### config.mk
export PLATFORM = sky130hd
export DESIGN_NAME = dest_decode_scoreboard
export DESIGN_NICKNAME = d
export VERILOG_FILES = /design/src/rtl/cpu_pkg.sv /design/src/rtl/onehot_decoder.sv /design/src/rtl/dest_decode_scoreboard.sv
export SDC_FILE = /design/constraint.sdc
export NUM_CORES = 1
export LEC_CHECK = 0
export ABC_AREA = 0
export CORE_ASPECT_RATIO = 1.4
export CORE_MARGIN = 2
export CORE_UTILIZATION = 30
export CTS_CLUSTER_SIZE = 10
export DETAILED_ROUTE_END_ITERATION = 12
export SLEW_MARGIN = 10
export SYNTH_ARGS = -nofsm -noshare
export SYNTH_HDL_FRONTEND = slang
export SYNTH_HIERARCHICAL = 1
export SYNTH_SLANG_ARGS = --single-unit
### constraint.sdc
create_clock -name clk -period 6.9 [get_ports clk]
set_clock_uncertainty 0.2 [all_clocks]
set_input_delay 1.035 -clock clk [delete_from_list [all_inputs] [get_ports clk]]
set_output_delay 1.035 -clock clk [all_outputs]
set_load 0.01 [all_outputs]
### src/rtl/cpu_pkg.sv
// Shared register-file sizing and the reference one-hot decode used by the
// destination decoder and scoreboard.
package cpu_pkg;

  localparam int REG_SEL_W = 4;
  localparam int NUM_REGS  = 1 << REG_SEL_W;

  function automatic logic [NUM_REGS-1:0] onehot_dec(input logic [REG_SEL_W-1:0] sel);
    onehot_dec      = '0;
    onehot_dec[sel] = 1'b1;
  endfunction

endpackage

### src/rtl/onehot_decoder.sv
// Combinational SEL_W-to-2^SEL_W one-hot decoder with enable and optional
// hard-wired zero register.
module onehot_decoder
  import cpu_pkg::*;
#(
  parameter int SEL_W    = REG_SEL_W,
  parameter bit ZERO_REG = 1'b1,
  localparam int NUM_OUT = 1 << SEL_W
) (
  input  logic [SEL_W-1:0]   sel,
  input  logic               en,
  output logic [NUM_OUT-1:0] onehot
);

  logic [NUM_OUT-1:0] raw;

  generate
    if (SEL_W == REG_SEL_W) begin : g_pkg
      assign raw = onehot_dec(sel);
    end else begin : g_gen
      for (genvar gi = 0; gi < NUM_OUT; gi++) begin : g_bit
        assign raw[gi] = (sel == SEL_W'(gi));
      end
    end
  endgenerate

  // The enable gates the whole word so a stale select can never leak through.
  always_comb begin
    onehot = en ? raw : '0;
    if (ZERO_REG) onehot[0] = 1'b0;
  end

endmodule

### src/rtl/dest_decode_scoreboard.sv
// Destination decoder plus register busy scoreboard: tracks in-flight writes,
// raises stall on RAW/WAW hazards and drives the register-file write enable.
module dest_decode_scoreboard
  import cpu_pkg::*;
#(
  parameter int SEL_W    = REG_SEL_W,
  parameter bit ZERO_REG = 1'b1,
  parameter bit OUT_REG  = 1'b1,
  localparam int NUM_OUT = 1 << SEL_W
) (
  input  logic               clk,
  input  logic               reset,
  input  logic               issue_en,
  input  logic [SEL_W-1:0]   issue_sel,
  input  logic               rd_a_en,
  input  logic [SEL_W-1:0]   rd_a_sel,
  input  logic               rd_b_en,
  input  logic [SEL_W-1:0]   rd_b_sel,
  input  logic               wb_en,
  input  logic [SEL_W-1:0]   wb_sel,
  output logic               issue_ack,
  output logic               stall,
  output logic [NUM_OUT-1:0] wb_onehot,
  output logic [NUM_OUT-1:0] busy,
  output logic [SEL_W:0]     pending_cnt
);

  logic [NUM_OUT-1:0] busy_q, busy_d;
  logic [SEL_W:0]     pending_cnt_q, pending_cnt_d;
  logic [NUM_OUT-1:0] set_m, clr_m;
  logic               busy_a, busy_b, busy_i;

  // A writeback landing this cycle retires the register, so it no longer blocks.
  assign busy_a = busy_q[rd_a_sel]  & ~(wb_en & (wb_sel == rd_a_sel));
  assign busy_b = busy_q[rd_b_sel]  & ~(wb_en & (wb_sel == rd_b_sel));
  assign busy_i = busy_q[issue_sel] & ~(wb_en & (wb_sel == issue_sel));

  assign stall     = (rd_a_en & busy_a) | (rd_b_en & busy_b) | (issue_en & busy_i);
  assign issue_ack = issue_en & ~stall;

  onehot_decoder #(.SEL_W(SEL_W), .ZERO_REG(ZERO_REG)) u_issue_dec (
    .sel    (issue_sel),
    .en     (issue_ack),
    .onehot (set_m)
  );

  onehot_decoder #(.SEL_W(SEL_W), .ZERO_REG(ZERO_REG)) u_wb_dec (
    .sel    (wb_sel),
    .en     (wb_en),
    .onehot (clr_m)
  );

  always_comb begin
    busy_d        = (busy_q & ~clr_m) | set_m;
    pending_cnt_d = '0;
    for (int i = 0; i < NUM_OUT; i++) begin
      pending_cnt_d = pending_cnt_d + (SEL_W + 1)'(busy_d[i]);
    end
  end

  always_ff @(posedge clk) begin
    if (reset) begin
      busy_q        <= '0;
      pending_cnt_q <= '0;
    end else begin
      busy_q        <= busy_d;
      pending_cnt_q <= pending_cnt_d;
    end
  end

  generate
    if (OUT_REG) begin : g_wb_reg
      logic [NUM_OUT-1:0] wb_onehot_q;
      always_ff @(posedge clk) begin
        if (reset) wb_onehot_q <= '0;
        else       wb_onehot_q <= clr_m;
      end
      assign wb_onehot = wb_onehot_q;
    end else begin : g_wb_comb
      assign wb_onehot = clr_m;
    end
  endgenerate

  assign busy        = busy_q;
  assign pending_cnt = pending_cnt_q;

endmodule

**Word level (Yosys, flattened, before mapping)**

Index checks and enable logic that the tools add are counted.

- Bits of input ports: 22
- Logic and storage cells: 61
- Bits in registers: 37
- Output and inout bits: 39

- Magnitude comparators: 6
- Add/sub/neg operators: 15
- Eq/ne operators: 3
- Bitwise logic cells: 19
- Reductions and logical operators: 2
- Multiplexer cells: 12

Operators by type and width:

| operator | number |
|---|---|
| $add A5 B1 Y5 | 11 |
| $mux W16 | 2 |
| $lt A4 B5 Y1 const B | 4 |
| $and A16 B16 Y16 | 1 |
| $not A16 Y16 | 1 |
| $or A16 B16 Y16 | 1 |
| $bmux W1 S4 | 3 |
| $eq A4 B4 Y1 | 3 |
| $and A1 B1 Y1 | 10 |
| $demux W1 S4 | 2 |
| $ge A4 B1 Y1 const B | 2 |
| $add A4 B1 Y5 | 1 |
| $mux W1 | 5 |
| $add A3 B1 Y4 | 1 |
| $not A1 Y1 | 4 |
| $add A2 B1 Y3 | 1 |
| $add A1 B1 Y2 | 1 |
| $logic_and A1 B1 Y1 | 2 |
| $or A1 B1 Y1 | 2 |

**Depth between registers and ports, before layout**

- Word-level depth: 26
- Depth in mapped cells: 22
- Depth with buffers taken out: 21

**Modules after synthesis**

The synthesis kept the hierarchy.

Modules (own cells, without submodules):

| module | cells each | area each (µm²) | seq. area each (µm²) | times used |
|---|---|---|---|---|
| dest_decode_scoreboard | 192 | 2,035.7 | 740.7 | 1 |
| onehot_decoder | 24 | 116.4 | 0.0 | 2 |

**Worst setup path before layout**

Ideal clock, no wire load.

- Path kind: input port to flip-flop
- Start point: input rd_a_sel[2]
- End point: register pending_cnt_q[4] (netlist: pending_cnt[4])
- Path buffers: 1
- Data required time: 6,620 ps
- Setup slack: 898 ps
- Stages on the path: 21
- Arrival: 5,723 ps
- Path through: buf_6 mux4_1 mux2i_1 mux2i_1 a32oi_1 and3_1 or3b_1 nor2_1 a21o_1 fa_1 inv_1 fa_1 fa_1 inv_1 fa_1 ha_1 inv_1 fa_1 inv_1 a21oi_1 nor3b_1

RTL lines:

| element | RTL line | RTL |
|---|---|---|
| from (decl) | dest_decode_scoreboard.sv:16 | `input logic [SEL_W-1:0] rd_a_sel,` |
| parallel branches: the longest is 3 deep, another holds $bmux W1 S4 | -- |  |
| $and A1 B1 Y1 * | dest_decode_scoreboard.sv:34 | `assign busy_a = busy_q[rd_a_sel] & ~(wb_en & (wb_sel == rd_a_sel));` |
| $and A1 B1 Y1 * | dest_decode_scoreboard.sv:38 | `assign stall = (rd_a_en & busy_a) \| (rd_b_en & busy_b) \| (issue_en & busy_i);` |
| $or A1 B1 Y1 * (2 in a row) | dest_decode_scoreboard.sv:38 |  |
| $not A1 Y1 * | dest_decode_scoreboard.sv:39 | `assign issue_ack = issue_en & ~stall;` |
| $and A1 B1 Y1 * | dest_decode_scoreboard.sv:39 |  |
| net issue_ack | dest_decode_scoreboard.sv:21 | `output logic issue_ack,` |
| $mux W16 * | onehot_decoder.sv:29 | `onehot = en ? raw : '0;` |
| net set_m[3] | dest_decode_scoreboard.sv:30 | `logic [NUM_OUT-1:0] set_m, clr_m;` |
| $or A16 B16 Y16 * | dest_decode_scoreboard.sv:54 | `busy_d = (busy_q & ~clr_m) \| set_m;` |
| net busy_d[3] | dest_decode_scoreboard.sv:28 | `logic [NUM_OUT-1:0] busy_q, busy_d;` |
| $add A3 B1 Y4 * | dest_decode_scoreboard.sv:57 | `pending_cnt_d = pending_cnt_d + (SEL_W + 1)'(busy_d[i]);` |
| $add A4 B1 Y5 * | dest_decode_scoreboard.sv:57 |  |
| $add A5 B1 Y5 * (11 in a row) | dest_decode_scoreboard.sv:57 |  |
| to (signal assigned) | dest_decode_scoreboard.sv:67 | `pending_cnt_q <= pending_cnt_d;` |
| to (decl) | dest_decode_scoreboard.sv:29 | `logic [SEL_W:0] pending_cnt_q, pending_cnt_d;` |

Mark *: on every way through the listed nets, which the timed path passes. The select of a mux whose other input is x is not followed.
A chain may end at the register's enable or synchronous reset.

**Worst setup path after layout**

- Start point: input rd_a_sel[2]
- End point: register pending_cnt_q[4] (netlist: pending_cnt[4])

RTL lines:

| element | RTL line |
|---|---|
| parallel branches: the longest is 3 deep, another holds $bmux W1 S4 | -- |
| $and A1 B1 Y1 * | dest_decode_scoreboard.sv:34 |
| $and A1 B1 Y1 * | dest_decode_scoreboard.sv:38 |
| $or A1 B1 Y1 * (2 in a row) | dest_decode_scoreboard.sv:38 |
| $not A1 Y1 * | dest_decode_scoreboard.sv:39 |
| $and A1 B1 Y1 * | dest_decode_scoreboard.sv:39 |
| $mux W16 * | onehot_decoder.sv:29 |
| net set_m[3] | dest_decode_scoreboard.sv:30 |
| $or A16 B16 Y16 * | dest_decode_scoreboard.sv:54 |
| net busy_d[3] | dest_decode_scoreboard.sv:28 |
| $add A3 B1 Y4 * | dest_decode_scoreboard.sv:57 |
| $add A4 B1 Y5 * | dest_decode_scoreboard.sv:57 |
| $add A5 B1 Y5 * (11 in a row) | dest_decode_scoreboard.sv:57 |

Marked as above.

==> summary.md <==
| Metric | Value |
|---|---|
| Worst Hold Class | flip-flop to flip-flop |
| Std cell rows | 37 |
| Clk pwr share | 30.0% |
| 1st-iter DRT viols | 129 |
| Yosys reg bits | 37 |
| Switch share | 27.8% |
| Post-synth EDFFs | 0 |
| Critical path class | input port to flip-flop |
| Worst r2r src | busy[14] |
| Final cell count without fillers | 402 |
| Final Hold Fails | 0 |
| Outcome | complete, no violations |
| PwrDens | 157 nW/um2 |
| HP Start | busy[12] |
| FF-to-FF End | pending_cnt[4] |
| R2R Setup Slk | 1.39 ns |
| Worst-path maximum fanout | 5 |
| Fin. max-slew vios | 0 |
| Clk_lat worst skew | 0.29 ns |
| N_diodes | 0 |
| Setup TNS after final layout | 0 ns |
| Core Region | 7360 um2 |
| CTS tree | built |
| Yosys cell types | 32 |
| Worst-case reg-to-reg path depth | 21 |
| Hold buffer count at cts | 0 |
| Hold path cells | 2 |
| Setup bufs post-CTS | 0 |
| Yosys top cell area share | 32.7% |
| Synth warn | 6 |
| Share of cells above drive strength 1 | 6.89% |
| Synth Flop Type | dfxtp_1 |
| DP Cell Count | 395 |
| Crit. End Element | flip-flop |
| Leakage | 1.32 nW |
| Die boundary height | 107 um |
| Startpoint types | input port |
| Seq/Total Area, Yosys | 32.7% |
| RSZ-0062 raised after global routing | no |
| Largest net degree at the start of global routing | 38 |
| CTS clk-pin slew, worst paths | 0.08 ns |
| Psw | 0.134 mW |
| CTS buffer count | 5 |
| Synth area leaders | dfxtp_1 33%, fa_1 8.8%, nor2_1 7.6%, mux4_2 6.9%, a21o_1 5.0% |
| Highest metal used | met4 |
| Total wire length after detailed routing | 5960 um |
| Initial antenna violation count | 0 |
| Bufs on Longest Clock Path | 2 |
| Hold Slack | 0.538 ns |
| Post-Syn Nets | 277 |
| Chip width | 77.5 um |
| Via/cell ratio | 4.68 |
| Hold Path Sink | busy[12] |
| Post-route ant nets | 0 |
| Wirelength per Cell | 14.8 um |
| Die area | 8280 um2 |
| Layout Nets | 342 |
| Met2 Routed Length | 3140 um |
| First-pass detailed-route iteration total | 4 |
| Ports | 61 |
| Root buf cell | clkbuf_8 |
| IO buf count | 60 |
| DRC | 0 |
| Final total power | 0.483 mW |
| Via Count | 1,883 |
| Req. time, crit path | 6.91 ns |
| Mapped Cells | 240 |
| Mapped Area | 2270 um2 |
| Synth-to-layout area growth | 35.4% |
| Flop pwr share | 46.8% |
| Achievable frequency | 0.154 GHz |
| CTS Sinks | 37 |
| First-pass GRT wire length | 9920 um |
| Share of total power in combinational logic | 23.2% |
| GRT Total Usage | 15.4% |
| Setup violators final | 0 |
| Total gr overflow | 0 |
| Fillers | 713 |
| Post-CTS Resized | 0 |
| Internal | 0.349 mW |
| Final HPWL DP | 4810 um |
| Routed metal-1 wirelength | 2360 um |
| H-tree depth | 2 |
| Post-synth ARST share | 0% |
| Initial Util | 30.8% |
| WP data arrival | 6.50 ns |
| Vias in the first global route | 1,953 |
| Yosys top cell by area | dfxtp_1 |
| Min Clock Period, post-route | 6.50 ns |
| Peak VDD IR | 72.9 uV |
| Max Cap Viol | 0 |
| WL met3 | 238 um |
| Avg Inst Size Synth | 9.45 um2 |
| Share of the cycle needed by the critical path after routing | 94.1% |
| Routability cong. | 1.02 |
==> power groups by stage <==
stage | clock (mW) | sequential [mW] | combinational [mW]
after floorplan | 0 | 0.232 | 0.0596
after global placement | 0 | 0.231 | 0.112
after detailed placement | 0 | 0.231 | 0.113
after CTS | 0.150 | 0.226 | 0.114
after global routing | 0.162 | 0.227 | 0.125
final | 0.145 | 0.226 | 0.112
==> cells in the final DEF (no fill, tap or decap), drive strengths merged <==
master         count
and4               1
mux4              11
xnor2              5
dfxtp             37
nor3b              2
mux2i             10
a221oi             1
conb               2
or3b               2
a21oi              4
nor2b             15
a311oi             1
a32oi              1
nand3b             4
clkinv             1
nand2b             4
nand3              3
nand2              3
xor2               8
ha                 5
nor3               8
clkdlybuf4s50     60
o41ai              1
a21o              15
clkbuf             6
inv               30
buf                7
nor2              46
fa                10
and3               1
o21ai              1
==> synthesized netlist by cell type, types with 2 or more instances <==
| cell | n |
|---|---|
| ha_1 | 5 |
| fa_1 | 10 |
| mux2i_1 | 10 |
| a21o_1 | 15 |
| xnor2_1 | 5 |
| nor2_1 | 46 |
| nand2b_1 | 4 |
| nand2_1 | 3 |
| or3b_1 | 2 |
| nor3b_1 | 2 |
| nand3_1 | 3 |
| nor3_1 | 8 |
| clkbuf_1 | 4 |
| dfxtp_1 | 37 |
| inv_1 | 30 |
| mux4_1 | 4 |
| nand3b_1 | 4 |
| buf_4 | 3 |
| mux4_2 | 7 |
| a21oi_1 | 4 |
| conb_1 | 2 |
| xor2_1 | 8 |
| nor2b_1 | 15 |
==> sequential cells by signal, indices dropped and copies added (netlist names) <==
register / count
busy: 16
wb_onehot: 16
pending_cnt: 5
==> routing by layer <==
metal | vias up | global-route usage, %
li1 | 920 | -
met1 | 879 | 17.0
met2 | 66 | 28.3
met3 | 18 | 2.44
met4 | 0 | 7.53
met5 | - | 0
==> area by class of cell <==
class,count,area [um2],share of cell area [%]
well taps,97,121,3.95
repair buffers,67,653,21.3
clock buffers,6,72.6,2.36
flip-flops and latches,37,741,24.1
multi-input cells,164,1360,44.3
inverters,30,113,3.67
clock inverters,1,8.76,0.285
==> per-stage QoR <==
step | worst slack (ns) | instance area [um2] | utilization, %
floorplan | 0.898 | 2270 | -
global placement | 0.155 | 2990 | 40.6
detailed placement | 0.0867 | 2990 | 40.6
CTS | 0.385 | 3070 | 41.7
global route | 0.131 | 3070 | 41.7
finish | 0.404 | 3070 | 41.7
==> worst max-delay path: stages <==
cell and delay (ns):
clkdlybuf4s50_1 0.60, mux4_1 0.58, mux2i_1 0.15, mux2i_1 0.09, a32oi_1 0.24, and3_1 0.21
or3b_1 0.42, nor2_1 0.11, a21o_1 0.13, fa_1 0.42, inv_1 0.08, fa_1 0.44
fa_1 0.52, inv_1 0.05, fa_1 0.48, ha_1 0.17, inv_1 0.05, fa_1 0.39
inv_1 0.07, a21oi_1 0.06, nor3b_1 0.18
==> logic make-up after synthesis <==
| logic type | after synthesis | share of synthesized area (%) |
|---|---|---|
| fa+ha+maj | 15 | 11.6 |
| buf+inv | 39 | 7.34 |
| other cells | 2 | 0.331 |
| simple gates | 89 | 19.2 |
| mux | 21 | 16.0 |
| flops | 37 | 32.7 |
| xor+xnor | 13 | 5.02 |
| compound gates | 24 | 7.89 |
==> how the worst max path moves through the flow <==
stage	startpoint	to	slack [ns]	cells after the start
2_1_floorplan	rd_a_sel[2]	pending_cnt[4]	0.90	21
6_report	rd_a_sel[2]	pending_cnt[4]	0.40	21
5_1_grt	rd_a_sel[2]	pending_cnt[4]	0.13	21
3_5_place_dp	rd_a_sel[2]	pending_cnt[4]	0.09	21
4_1_cts	rd_a_sel[2]	pending_cnt[4]	0.38	21
3_3_place_gp	rd_a_sel[2]	pending_cnt[4]	0.16	21
Note: power is estimated with default switching activity, not from simulation.
